--- src/rtl/axi4_lite_req_arbiter_pkg.sv ---
// Shared definitions for the AXI4-Lite requester arbiter: bus widths, FSM states
// and the selected-request bundle.
package axi4_lite_Defs;

  localparam int Addr_Width = 32;
  localparam int Data_Width = 32;

  typedef enum logic [1:0] {IDLE, ISSUE, WAIT, RESP} arb_state_e;

  typedef struct packed {
    logic                  write;
    logic [Addr_Width-1:0] addr;
    logic [Data_Width-1:0] wdata;
  } arb_cmd_t;

endpackage

--- src/rtl/axi4_lite_req_arbiter_rr.sv ---
// Combinational round-robin pick: first set request after ptr, with wrap-around.
// The pointer register lives in the parent.
module rr_arbiter #(
  parameter int NUM_REQ = 4,
  parameter int IDX_W   = $clog2(NUM_REQ)
) (
  input  logic [NUM_REQ-1:0] req,
  input  logic [IDX_W-1:0]   ptr,
  output logic [NUM_REQ-1:0] grant,
  output logic [IDX_W-1:0]   idx
);

  logic [IDX_W-1:0] pos;

  // Scan from the farthest candidate back to ptr+1 so the nearest one overwrites.
  always_comb begin
    grant = '0;
    idx   = '0;
    pos   = '0;
    for (int k = NUM_REQ; k >= 1; k--) begin
      pos = IDX_W'((int'(ptr) + k) % NUM_REQ);
      if (req[pos]) begin
        grant      = '0;
        grant[pos] = 1'b1;
        idx        = pos;
      end
    end
  end

endmodule

--- src/rtl/axi4_lite_req_arbiter.sv ---
// Round-robin sequencer sharing one AXI4-Lite master command port among NUM_REQ requesters.
// Optional WAIT timeout with error completion: define AXI4_ARB_TIMEOUT_EN.
module axi4_lite_req_arbiter
  import axi4_lite_Defs::*;
#(
  parameter int NUM_REQ        = 4,
  parameter int TIMEOUT_CYCLES = 256
) (
  input  logic                                ACLK,
  input  logic                                ARESETN,
  input  logic [NUM_REQ-1:0]                  req_valid,
  input  logic [NUM_REQ-1:0]                  req_write,
  input  logic [NUM_REQ-1:0][Addr_Width-1:0]  req_addr,
  input  logic [NUM_REQ-1:0][Data_Width-1:0]  req_wdata,
  output logic [NUM_REQ-1:0]                  req_ready,
  output logic [NUM_REQ-1:0]                  rsp_valid,
  output logic [Data_Width-1:0]               rsp_rdata,
  output logic                                rsp_err,
  output logic                                rd_en,
  output logic                                wr_en,
  output logic [Addr_Width-1:0]               Read_Address,
  output logic [Addr_Width-1:0]               Write_Address,
  output logic [Data_Width-1:0]               Write_Data,
  input  logic                                rd_done,
  input  logic                                wr_done,
  input  logic [Data_Width-1:0]               rd_data
);

  localparam int IDX_W = $clog2(NUM_REQ);

  if (NUM_REQ < 2 || NUM_REQ > 8 || TIMEOUT_CYCLES < 2) begin : g_bad_cfg
    $error("axi4_lite_req_arbiter: unsupported NUM_REQ/TIMEOUT_CYCLES");
  end

  arb_state_e       state;
  logic [IDX_W-1:0] ptr;
  logic [IDX_W-1:0] gidx;
  logic             cmd_write;

  logic [NUM_REQ-1:0] win_oh;
  logic [IDX_W-1:0]   win_idx;
  logic               win_any;
  arb_cmd_t           sel;
  logic               done_hit;
  logic               to_hit;

  rr_arbiter #(.NUM_REQ(NUM_REQ), .IDX_W(IDX_W)) u_rr (
    .req   (req_valid),
    .ptr   (ptr),
    .grant (win_oh),
    .idx   (win_idx)
  );

  assign win_any   = |win_oh;
  assign sel       = '{write: req_write[win_idx], addr: req_addr[win_idx], wdata: req_wdata[win_idx]};
  assign req_ready = (ARESETN && state == IDLE) ? win_oh : '0;
  // Only the done matching the issued direction can complete a transaction.
  assign done_hit  = cmd_write ? wr_done : rd_done;

`ifdef AXI4_ARB_TIMEOUT_EN
  localparam int TO_W = $clog2(TIMEOUT_CYCLES);
  logic [TO_W-1:0] to_cnt;

  assign to_hit = (state == WAIT) && (to_cnt == TO_W'(TIMEOUT_CYCLES - 1));

  always_ff @(posedge ACLK or negedge ARESETN) begin
    if (!ARESETN)            to_cnt <= '0;
    else if (state == ISSUE) to_cnt <= '0;
    else if (state == WAIT)  to_cnt <= to_cnt + 1'b1;
  end
`else
  assign to_hit = 1'b0;
`endif

  always_ff @(posedge ACLK or negedge ARESETN) begin
    if (!ARESETN) begin
      state         <= IDLE;
      ptr           <= IDX_W'(NUM_REQ - 1);
      gidx          <= '0;
      cmd_write     <= 1'b0;
      rd_en         <= 1'b0;
      wr_en         <= 1'b0;
      Read_Address  <= '0;
      Write_Address <= '0;
      Write_Data    <= '0;
      rsp_valid     <= '0;
      rsp_rdata     <= '0;
      rsp_err       <= 1'b0;
    end else begin
      rd_en     <= 1'b0;
      wr_en     <= 1'b0;
      rsp_valid <= '0;
      rsp_err   <= 1'b0;
      unique case (state)
        IDLE: if (win_any) begin
          // Master-side outputs load at accept so the enable lands in ISSUE.
          gidx      <= win_idx;
          ptr       <= win_idx;
          cmd_write <= sel.write;
          rd_en     <= ~sel.write;
          wr_en     <= sel.write;
          if (sel.write) begin
            Write_Address <= sel.addr;
            Write_Data    <= sel.wdata;
          end else begin
            Read_Address  <= sel.addr;
          end
          state <= ISSUE;
        end
        ISSUE: state <= WAIT;
        WAIT: begin
          if (done_hit) begin
            rsp_valid <= NUM_REQ'(1) << gidx;
            rsp_rdata <= cmd_write ? '0 : rd_data;
            state     <= RESP;
          end else if (to_hit) begin
            rsp_valid <= NUM_REQ'(1) << gidx;
            rsp_rdata <= '0;
            rsp_err   <= 1'b1;
            state     <= RESP;
          end
        end
        RESP:    state <= IDLE;
        default: state <= IDLE;
      endcase
    end
  end

endmodule

--- config.mk ---
export PLATFORM = sky130hd
export DESIGN_NAME = axi4_lite_req_arbiter
export DESIGN_NICKNAME = d
export VERILOG_FILES = /design/src/rtl/axi4_lite_req_arbiter_pkg.sv /design/src/rtl/axi4_lite_req_arbiter_rr.sv /design/src/rtl/axi4_lite_req_arbiter.sv
export SDC_FILE = /design/constraint.sdc
export NUM_CORES = 1
export LEC_CHECK = 0
export ABC_AREA = 1
export CAP_MARGIN = 10
export CORE_MARGIN = 2
export CORE_UTILIZATION = 25
export DETAILED_ROUTE_END_ITERATION = 6
export GPL_ROUTABILITY_DRIVEN = 0
export GPL_TIMING_DRIVEN = 0
export SYNTH_ARGS = -nofsm -noshare
export SYNTH_HDL_FRONTEND = slang
export SYNTH_SLANG_ARGS = --single-unit
--- constraint.sdc ---
create_clock -name ACLK -period 3.1 [get_ports ACLK]
set_input_delay 0.62 -clock ACLK [delete_from_list [all_inputs] [get_ports ACLK]]
set_output_delay 0.62 -clock ACLK [all_outputs]
set_load 0.05 [all_outputs]
Word-level counts from Yosys, hierarchy flattened
Index checks and enable logic that the tools add are counted.
- register bits: 141
- bits of input ports: 300
- output and inout bits: 139
- word-level logic and storage cells: 85
- reductions and logical operators: 12
- multiplexer cells: 42
- shift operators: 1
- magnitude comparators: 9
- equality and inequality tests: 5
- add/subtract/negate cells: 4
- bitwise gates (word level): 1
- operators with widths (kind ; count):
    $bmux W32 S2 ; 2
    $mux W32 ; 3
    $mux W4 ; 7
    $lt A2 B3 Y1 const B ; 5
    $mux W1 ; 14
    $mux W2 ; 6
    $bmux W1 S2 ; 5
    $demux W1 S2 ; 4
    $ge A2 B1 Y1 const B ; 4
    $pmux W2 S4 ; 1
    $reduce_and A2 Y1 ; 3
    $reduce_and A3 Y1 ; 2
    $logic_and A1 B1 Y1 ; 5
    $add A2 B1 Y2 const B ; 2
    $add A2 B2 Y2 const B ; 2
    $eq A2 B2 Y1 const B ; 2
    $ne A2 B2 Y1 const B ; 2
    $reduce_or A4 Y1 ; 1
    $shl A1 B2 Y4 const A ; 1
    $eq A2 B1 Y1 const B ; 1
    $logic_not A2 Y1 ; 1
    $not A1 Y1 ; 1

Logic depth before layout (Yosys ltp)
Gate-level depths: netlist of run 1.
- depth after elaboration: 12
- mapped depth: 18
- mapped depth without buffers: 16

Hierarchy
A second synthesis of run 1 with hierarchy kept.
- cell total of the unflattened synthesis: 1470
- area total of the unflattened synthesis: 9168.8 µm²
- by module, submodules not included (module ; cells each ; sequential area each (µm²) ; times used ; area each (µm²)):
    axi4_lite_req_arbiter ; 1384 ; 3530.9 ; 1 ; 8732.1
    rr_arbiter ; 86 ; 0.0 ; 1 ; 436.7

Least setup slack after synthesis of run 1
No wires, ideal clock.
- path type: reg-to-output
- start point: register ptr[0]
- end point: output port req_ready[2]
- data required time: 2.480 ns
- path slack: 0.162 ns
- path buffers: 0
- arrival time: 2.318 ns
- cell stages (with the launch flop): 11
- path through: dfstp_2 inv_2 ha_1 inv_1 nand3_1 nand2_2 nor2_2 nand2_1 nand3_1 nand2_1 nor2_1
- longest elaborated chain between the ends: 10
- elaborated cells on any way between the ends: 37
- classes of those cells: 4 x add/sub; 8 x order compare; 21 x mux; 4 x reduce/logical
- ends and longest elaborated chain (element ; line ; RTL):
    start: declaration ; axi4_lite_req_arbiter.sv:36 ; logic [IDX_W-1:0] ptr;
    start signal: assignment ; axi4_lite_req_arbiter.sv:78 ; ptr <= IDX_W'(NUM_REQ - 1);
    start signal: assignment ; axi4_lite_req_arbiter.sv:98 ; ptr <= win_idx;
    $add A2 B1 Y2 ; axi4_lite_req_arbiter_rr.sv:21 ; pos = IDX_W'((int'(ptr) + k) % NUM_REQ);
    $lt A2 B3 Y1 (implied by the code) or $ge A2 B1 Y1 (tied branches) ; axi4_lite_req_arbiter_rr.sv:24 ; grant[pos] = 1'b1;
    $logic_and A1 B1 Y1 (implied by the code) ; axi4_lite_req_arbiter_rr.sv:24 ;
    $mux W1 (implied by the code) ; axi4_lite_req_arbiter_rr.sv:24 ;
    $demux W1 S2 ; - ;
    $mux W4 (3 in a row) ; axi4_lite_req_arbiter_rr.sv:22 ; if (req[pos]) begin
    $mux W4 * ; axi4_lite_req_arbiter_rr.sv:22 ;
    $mux W4 * ; axi4_lite_req_arbiter.sv:56 ; assign req_ready = (ARESETN && state == IDLE) ? win_oh : '0;
    end: declaration ; axi4_lite_req_arbiter.sv:15 ; output logic [NUM_REQ-1:0] req_ready,
Mark *: on every way between the ends. The rest lies on a longest branch, timed or not. The select of a mux whose other input is x is not followed.

Worst setup path after layout of run 1
- start point: register ptr[1]
- end point: output port req_ready[1]
Same word-level chain as after synthesis.

==> metrics.csv, run 1 <==
metric;value;unit
RSZ-0062 raised after global routing;true;
first-pass GRT wire length;61.5;mm
die area;37600;um2
Core Area;35500;um2
most common cell after layout, fill and taps aside;nand2_1;
mean routed wirelength per cell;17.8;um
met2 wire len;19.6;mm
Post-Syn Area;9010;um2
initial antenna violation count;2;
CTS tree;yes;
filler instances;3671;
vias;10600;
CTS Root Cell;clkbuf_16;
fin crit period;3.07;ns
DRC;0;
fin crit share;98.9;%
DPL Wire Length;31.7;mm
TNS Setup;0;ns
Routed Antenna Nets;0;
Hold Path Class;in2async;
CTS clk-pin slew, worst paths;0.06;ns
top routing layer in use;met5;
CTS Sinks;141;
Yosys warning count;0;
DRT iter0 DRCs;587;
layout cells sized above 1;8.19;%
Worst EP required;2.48;ns
Seq/Total Area, Yosys;39.2;%
Max H-tree Level;4;
nature of the critical path startpoint;flip-flop;
Crit. End Element;output pin;
vias per cell;4.64;
Least-Margin Pin Slew;0.754;ns
all-layer global routing usage;21.3;%
routed wire length;40.9;mm
final global-route overflow total;0;
port bufs;437;
DR pass1 iterations;5;
worst-skew pair later-pin latency;0.43;ns
die height;194;um
R2R cell count;16;
flops & latches, synth;141;
status;finished, final reports clean;
Max Root-Sink Buffers;2;
syn nets;1666;
pins over their slew limit;0;
Layout Cells excl Fill;2293;
Reg-to-Reg Start;ptr[1];
Die Wd;194;um
Hold Violations, Final;0;
largest net degree at the start of global routing;77;
Starting Density;25.4;%
max-cap violation count;0;
Area Overhead vs Synth;63.6;%
Routed met3 length;2.90;mm
nets;2129;
critical path data arrival time;2.45;ns
Post-Synthesis Cells;1357;
worst reg2reg endpoint;Read_Address[31];
commonest non-fill, non-tap cells in the layout;nand2_1, clkdlybuf4s50_1, nand3_1;
row cnt;69;
CP max FO;7;
Slew HR;49.7;%
max frequency;326;MHz
syn_area_per_cell;6.64;um2
Setup violations, final;0;
worst clock skew;0.0102;ns
total CTS buffers;17;
Cell variety after synth;27;
IO Count;439;
cell total after placement;2256;
Crit Path Category;reg2out;
FF-to-FF setup slack;0.13;ns
Met1 Wirelength;17.1;mm
number of global-route vias before repair;10400;
per-stage QoR:
stage,cell area (um2),setup WS (ns),hold WS (ns),util (%)
3_3_place_gp,14000,-5.72,0.445,39.3
2_1_floorplan,9010,0.162,0.324,-
3_5_place_dp,14000,-0.450,0.458,39.4
4_1_cts,14600,0.0151,0.219,41.2
5_1_grt,14700,-0.0893,0.228,41.5
6_report,14700,0.0337,0.183,41.5
worst max path at each step:
stage	from	end	slack (ns)	cells after the start
after floorplan	ptr[0]	req_ready[2]	0.16	10
after global placement	ARESETN	req_ready[3]	-5.72	4
after detailed placement	req_valid[2]	req_ready[0]	-0.45	11
after CTS	ptr[0]	req_ready[0]	0.02	12
after global routing	ptr[1]	req_ready[3]	-0.09	11
final	ptr[1]	req_ready[1]	0.03	9
cell families (layout without fill, tap and decap cells):
| kind of cell | count (synthesis) | count (layout) | synth area share [%] |
|---|---|---|---|
| AOI/OAI and AO/OA | 11 | 11 | 0.736 |
| adders and majority gates | 9 | 9 | 1.25 |
| buffers and inverters | 192 | 666 | 9.67 |
| DFF | 141 | 141 | 39.2 |
| muxes | 1 | 1 | 0.111 |
| other | 1 | 2 | 0.0416 |
| and+or+nand+nor | 1002 | 1002 | 49.0 |
worst max-delay path, stage by stage, from the launching register on:
cell and delay (ns):
dfstp_2 0.56, clkinvlp_4 0.17, ha_4 0.33, inv_2 0.05, nand2_2 0.10, nand2_4 0.10
a21oi_1 0.18, a21oi_1 0.12, nor2_1 0.22, buf_6 0.20
per-layer routing:
layer / global-route usage, % / vias to the layer above
met5: 0 / -
met4: 7.63 / 2
met3: 5.37 / 68
met2: 36.0 / 420
met1: 26.1 / 4929
li1: - / 5210
repair_timing:
| item | 4_1_cts | 5_1_grt |
|---|---|---|
| resized for setup | 37 | 31 |
| pin swaps | 1 | 9 |
| buffers inserted | 3 | 3 |
| hold buffers | 0 | 0 |
| setup endpoints to repair | 105 | 96 |
cell type report:
type / instances / area, um2 / share of cell area [%]
well taps: 461 / 577 / 3.92
flip-flops and latches: 141 / 3530 / 24.0
inverters: 95 / 363 / 2.46
clock buffers: 19 / 433 / 2.94
clock inverters: 11 / 145 / 0.985
diodes: 1 / 2.50 / 0.0170
plain buffers: 97 / 542 / 3.68
multi-input cells: 1024 / 4680 / 31.8
repair buffers: 444 / 4460 / 30.3
flip-flops by register name, summed over array words and instances (netlist names):
name / count
Write_Data: 32
rsp_rdata: 32
Write_Address: 32
rd_en: 1
Read_Address: 32
wr_en: 1
cmd_write: 1
ptr: 2
gidx: 2
rsp_valid: 4
state: 2
Yosys cell counts, drive strengths merged:
cell	n	share of area [%]
nor2	15	0.71
o21ai	6	0.46
ha	9	1.3
or2	2	0.14
clkbuf	21	0.88
mux2i	1	0.11
and3	1	0.070
nor3	4	0.22
dfstp	2	0.58
nand3b	64	5.3
conb	1	0.042
nand3	282	16
a21oi	5	0.28
dfrtp	139	39
buf	76	4.8
nand2	634	27
clkinv	1	0.042
inv	94	3.9
Power of run 1 is not shown: default switching activity piles up to over one toggle a cycle in this logic, so the estimate is an artifact.
==> inputs of run 2 (changes only) <==
CORE_AREA = 2 2 169 171   (was default)
CORE_MARGIN = default   (was 2)
CORE_UTILIZATION = default   (was 25)
DIE_AREA = 0 0 171 173   (was default)
DONT_BUFFER_PORTS = 1   (was default)
==> run 2 against run 1 <==
Against the previous run: first-iteration DRC count is 12% higher; critical path depth grew 1; clock skew rose by 0.0088 ns; core utilization down 4.7 points; the run now ends with hold timing left; register-to-register slack gained 0.09 ns; worst hold slack worse by 0.29 ns; global-route usage rose by 2.8 points.
==> metrics.csv, run 2 (synthesized netlist as in run 1, its figures left out) <==
metric;value;unit
Max Root-Sink Buffers;2;
Hold Path Class;in2async;
Setup violations, final;0;
Hold Violations, Final;139;
pins over their slew limit;0;
worst-skew pair later-pin latency;0.42;ns
DRC;0;
max frequency;333;MHz
CTS Sinks;141;
vias per cell;5.13;
first-pass GRT wire length;53.6;mm
Slew HR;55.0;%
Global Route met2 Usage;41.3;%
CTS clk-pin slew, worst paths;0.07;ns
initial antenna violation count;4;
Area Overhead vs Synth;12.8;%
IO Count;439;
met1 Usage GRT;28.8;%
mean routed wirelength per cell;20.7;um
FF-to-FF setup slack;0.22;ns
status;complete, but fails checks;
layout cells sized above 1;9.78;%
DPL Wire Length;28.1;mm
die height;173;um
Worst EP required;2.48;ns
GR Util met3;6.80;%
vias;9100;
most common cell after layout, fill and taps aside;nand2_1;
row cnt;61;
port bufs;0;
Core Area;27600;um2
Starting Density;32.6;%
critical path data arrival time;2.38;ns
Die Wd;171;um
CTS tree;yes;
fin crit share;96.8;%
Max H-tree Level;4;
grt peak-use layer;met2;
all-layer global routing usage;24.1;%
final global-route overflow total;0;
Routed Antenna Nets;0;
worst clock skew;0.0189;ns
failing checks;hold timing;
CTS Root Cell;clkbuf_16;
die area;29600;um2
fin crit period;3.00;ns
Hold WS;-0.109;ns
commonest non-fill, non-tap cells in the layout;nand2_1, nand3_1, dfrtp_1;
CP max FO;12;
max-cap violation count;0;
nets;1687;
number of global-route vias before repair;8857;
RSZ-0062 raised after global routing;false;
DRT iter0 DRCs;659;
largest net degree at the start of global routing;143;
routed wire length;36.7;mm
Crit Path Category;reg2out;
Least-Margin Pin Slew;0.675;ns
total CTS buffers;17;
DR pass1 iterations;5;
TNS Setup;0;ns
nature of the critical path startpoint;flip-flop;
Crit. End Element;output pin;
run 2: cell types whose count changed in the layout (fill, tap and decap cells not counted), moves of 3 or more:
cell             previous run  this run
buf_6                      11         5
clkdlybuf4s50_1           432         0
inv_6                       1         5
diode_2                     1         5
clkinv_2                    3         0
nor2_2                      5         2
run 2: worst paths after layout:
path | startpoint | endpoint | cells past startpoint
max in group asynchronous | ARESETN | ptr[0] | 0
setup reg to reg | ptr[0] | Read_Address[12] | 14
hold / removal | ARESETN | Write_Address[1] | 0
hold reg to reg | gidx[0] | rsp_valid[0] | 1
min in group ACLK | rd_data[15] | rsp_rdata[15] | 2
setup / recovery | ptr[0] | req_ready[3] | 10
run 2: per-layer routing:
layer  vias up  routed length [um]
met1      4304               14500
met4         0                 828
met3        42                3390
met2       425               18000
met5         -                   0
li1       4329                   -
run 2: stage by stage:
| step | hold WS, ns | setup WS, ns | util [%] | instances | cell area (um2) |
|---|---|---|---|---|---|
| floorplan | 0.324 | 0.162 | - | 1357 | 9010 |
| global placement | 0.330 | -0.256 | 34.3 | 1735 | 9480 |
| detailed placement | 0.329 | -0.296 | 34.3 | 1735 | 9480 |
| CTS | -0.122 | 0.00140 | 36.6 | 1769 | 10100 |
| global route | -0.130 | 0.0138 | 36.8 | 1773 | 10200 |
| finish | -0.109 | 0.0994 | 36.8 | 1774 | 10200 |
run 2: critical path, cell delays in order (launching register included):
cell     delay [ns]
dfstp_2        0.56
inv_4          0.08
ha_4           0.29
nand3_1        0.14
nand2_4        0.15
nand2_1        0.08
inv_1          0.10
nand2_1        0.08
nand2_1        0.08
nand2_1        0.11
nor2_4         0.29
run 2: cell type report:
type	instances	area [um2]
multi-input cells	1024	4660
diodes	5	12.5
inverters	95	359
repair buffers	2	15.0
clock buffers	19	433
well taps	378	473
clock inverters	13	130
flip-flops and latches	141	3530
plain buffers	97	544
fillers	3074	17500
run 2: timing repair:
item                                   CTS  global route
pin swaps                                3             2
setup endpoints to repair              105            97
gates resized for setup                 15            21
setup buffers                            2             0
endpoints found under the hold margin  139           139
Power of run 2 is left out for the same reason.
==> inputs of run 3 (changes only) <==
HOLD_SLACK_MARGIN = 0.03   (was default)
SKIP_CTS_REPAIR_TIMING = 1   (was default)
==> run 3 against run 2 <==
Against the previous run: the flow still finishes with violations (hold timing); wire length grew 0.22%; cell area is essentially flat; worst hold slack lost 0.0013 ns; critical path depth grew 1; sequential share of layout area is essentially flat; non-clock buffer count grew 1; fmax grew 0.17%; clock skew is essentially flat.
==> metrics.csv, run 3 (synthesized netlist as in run 1, its figures left out) <==
metric;value;unit
Routed met3 length;3.48;mm
CTS tree;yes;
IO Count;439;
port bufs;0;
Die Wd;171;um
routed wire length;36.8;mm
Hold Path Class;in2async;
DRT iter0 DRCs;657;
max frequency;334;MHz
Area Overhead vs Synth;12.9;%
Hold WS;-0.110;ns
status;complete, but fails checks;
top routing layer in use;met4;
Core Area;27600;um2
die area;29600;um2
fin crit share;96.6;%
max-cap violation count;0;
DR pass1 iterations;5;
DRC;0;
row cnt;61;
FF-to-FF setup slack;0.17;ns
failing checks;hold timing;
met2 wire len;17.9;mm
filler instances;3079;
Max H-tree Level;4;
Met1 Wirelength;14.5;mm
Worst EP required;2.48;ns
R2R cell count;15;
CP max FO;12;
Buffers & Inverters on Critical Path;3;
die height;173;um
layout cells sized above 1;9.70;%
pins over their slew limit;0;
nature of the critical path startpoint;flip-flop;
fin crit period;3.00;ns
final global-route overflow total;0;
Reg-to-Reg Start;ptr[0];
mean routed wirelength per cell;20.7;um
Least-Margin Pin Slew;0.657;ns
critical path data arrival time;2.38;ns
all-layer global routing usage;24.0;%
worst-skew pair later-pin latency;0.42;ns
most frequent CP cell;nand2_1;
CTS clk-pin slew, worst paths;0.07;ns
most common cell after layout, fill and taps aside;nand2_1;
worst reg2reg endpoint;Read_Address[21];
first-pass GRT wire length;53.5;mm
DPL Wire Length;28.1;mm
Crit. End Element;output pin;
initial antenna violation count;4;
Hold Violations, Final;139;
Starting Density;32.6;%
total CTS buffers;17;
vias per cell;5.12;
Slew HR;56.2;%
worst clock skew;0.0192;ns
Setup violations, final;0;
nets;1688;
ordered list of cells on the worst path;inv_4 > ha_4 > inv_1 > nand3_2 > nand2_4 > nand2_1 > inv_1 > nand2_1 > nand3_1 > nand2_1 > nor2_4;
Max Root-Sink Buffers;2;
CP max stage delay;0.55;ns
largest net degree at the start of global routing;143;
Routed Antenna Nets;0;
slowest cell on the critical path;dfstp_2;
CTS Sinks;141;
Crit Path Category;reg2out;
CTS Root Cell;clkbuf_16;
vias;9086;
commonest non-fill, non-tap cells in the layout;nand2_1, nand3_1, dfrtp_1;
critical path's top delay family;simple AND/OR/NAND/NOR gates;
number of global-route vias before repair;8827;
[run 3: changes by cell type in the layout (fill, tap and decap cells not counted)]
cell,previous run,this run
clkbuf_2,9,7
inv_1,90,91
nand2_1,627,626
inv_2,3,2
nand2_2,6,7
buf_2,42,43
diode_2,5,6
clkbuf_1,16,18
[run 3: final cells by class]
| type | count | area, um2 | share of cell area, % |
|---|---|---|---|
| clock inverters | 13 | 130 | 1.28 |
| clock buffers | 19 | 433 | 4.26 |
| multi-input cells | 1024 | 4660 | 45.9 |
| repair buffers | 3 | 22.5 | 0.222 |
| well taps | 378 | 473 | 4.65 |
| diodes | 6 | 15.0 | 0.148 |
| plain buffers | 97 | 539 | 5.30 |
| flip-flops and latches | 141 | 3530 | 34.7 |
| inverters | 95 | 359 | 3.53 |
[run 3: layer usage]
layer / track usage [%] / vias to the layer above
li1: - / 4330
met1: 28.8 / 4267
met2: 41.2 / 446
met3: 6.82 / 43
met4: 7.91 / 0
met5: 0 / -
[run 3: worst max-delay path by stage]
stage	start	end	slack (ns)	depth (start not counted)
after detailed placement	ptr[0]	Read_Address[23]	-0.30	15
after CTS	ptr[0]	req_ready[0]	-0.57	10
after floorplan	ptr[0]	req_ready[2]	0.16	10
after global routing	ptr[0]	req_ready[0]	-0.01	11
after global placement	ptr[0]	Write_Address[23]	-0.26	15
final	ptr[0]	req_ready[0]	0.10	11
[run 3: per-stage QoR]
step	area, um2	std cells	TNS (ns)	setup WS (ns)	utilization (%)
final	10200	1776	0	0.104	36.8
after global routing	10200	1774	-0.0105	-0.0105	36.8
after CTS	10000	1767	-18.82	-0.565	36.3
after detailed placement	9480	1735	-15.06	-0.296	34.3
after global placement	9480	1735	-13.08	-0.256	34.3
after floorplan	9010	1357	0	0.162	-
Power of run 3 is left out for the same reason.
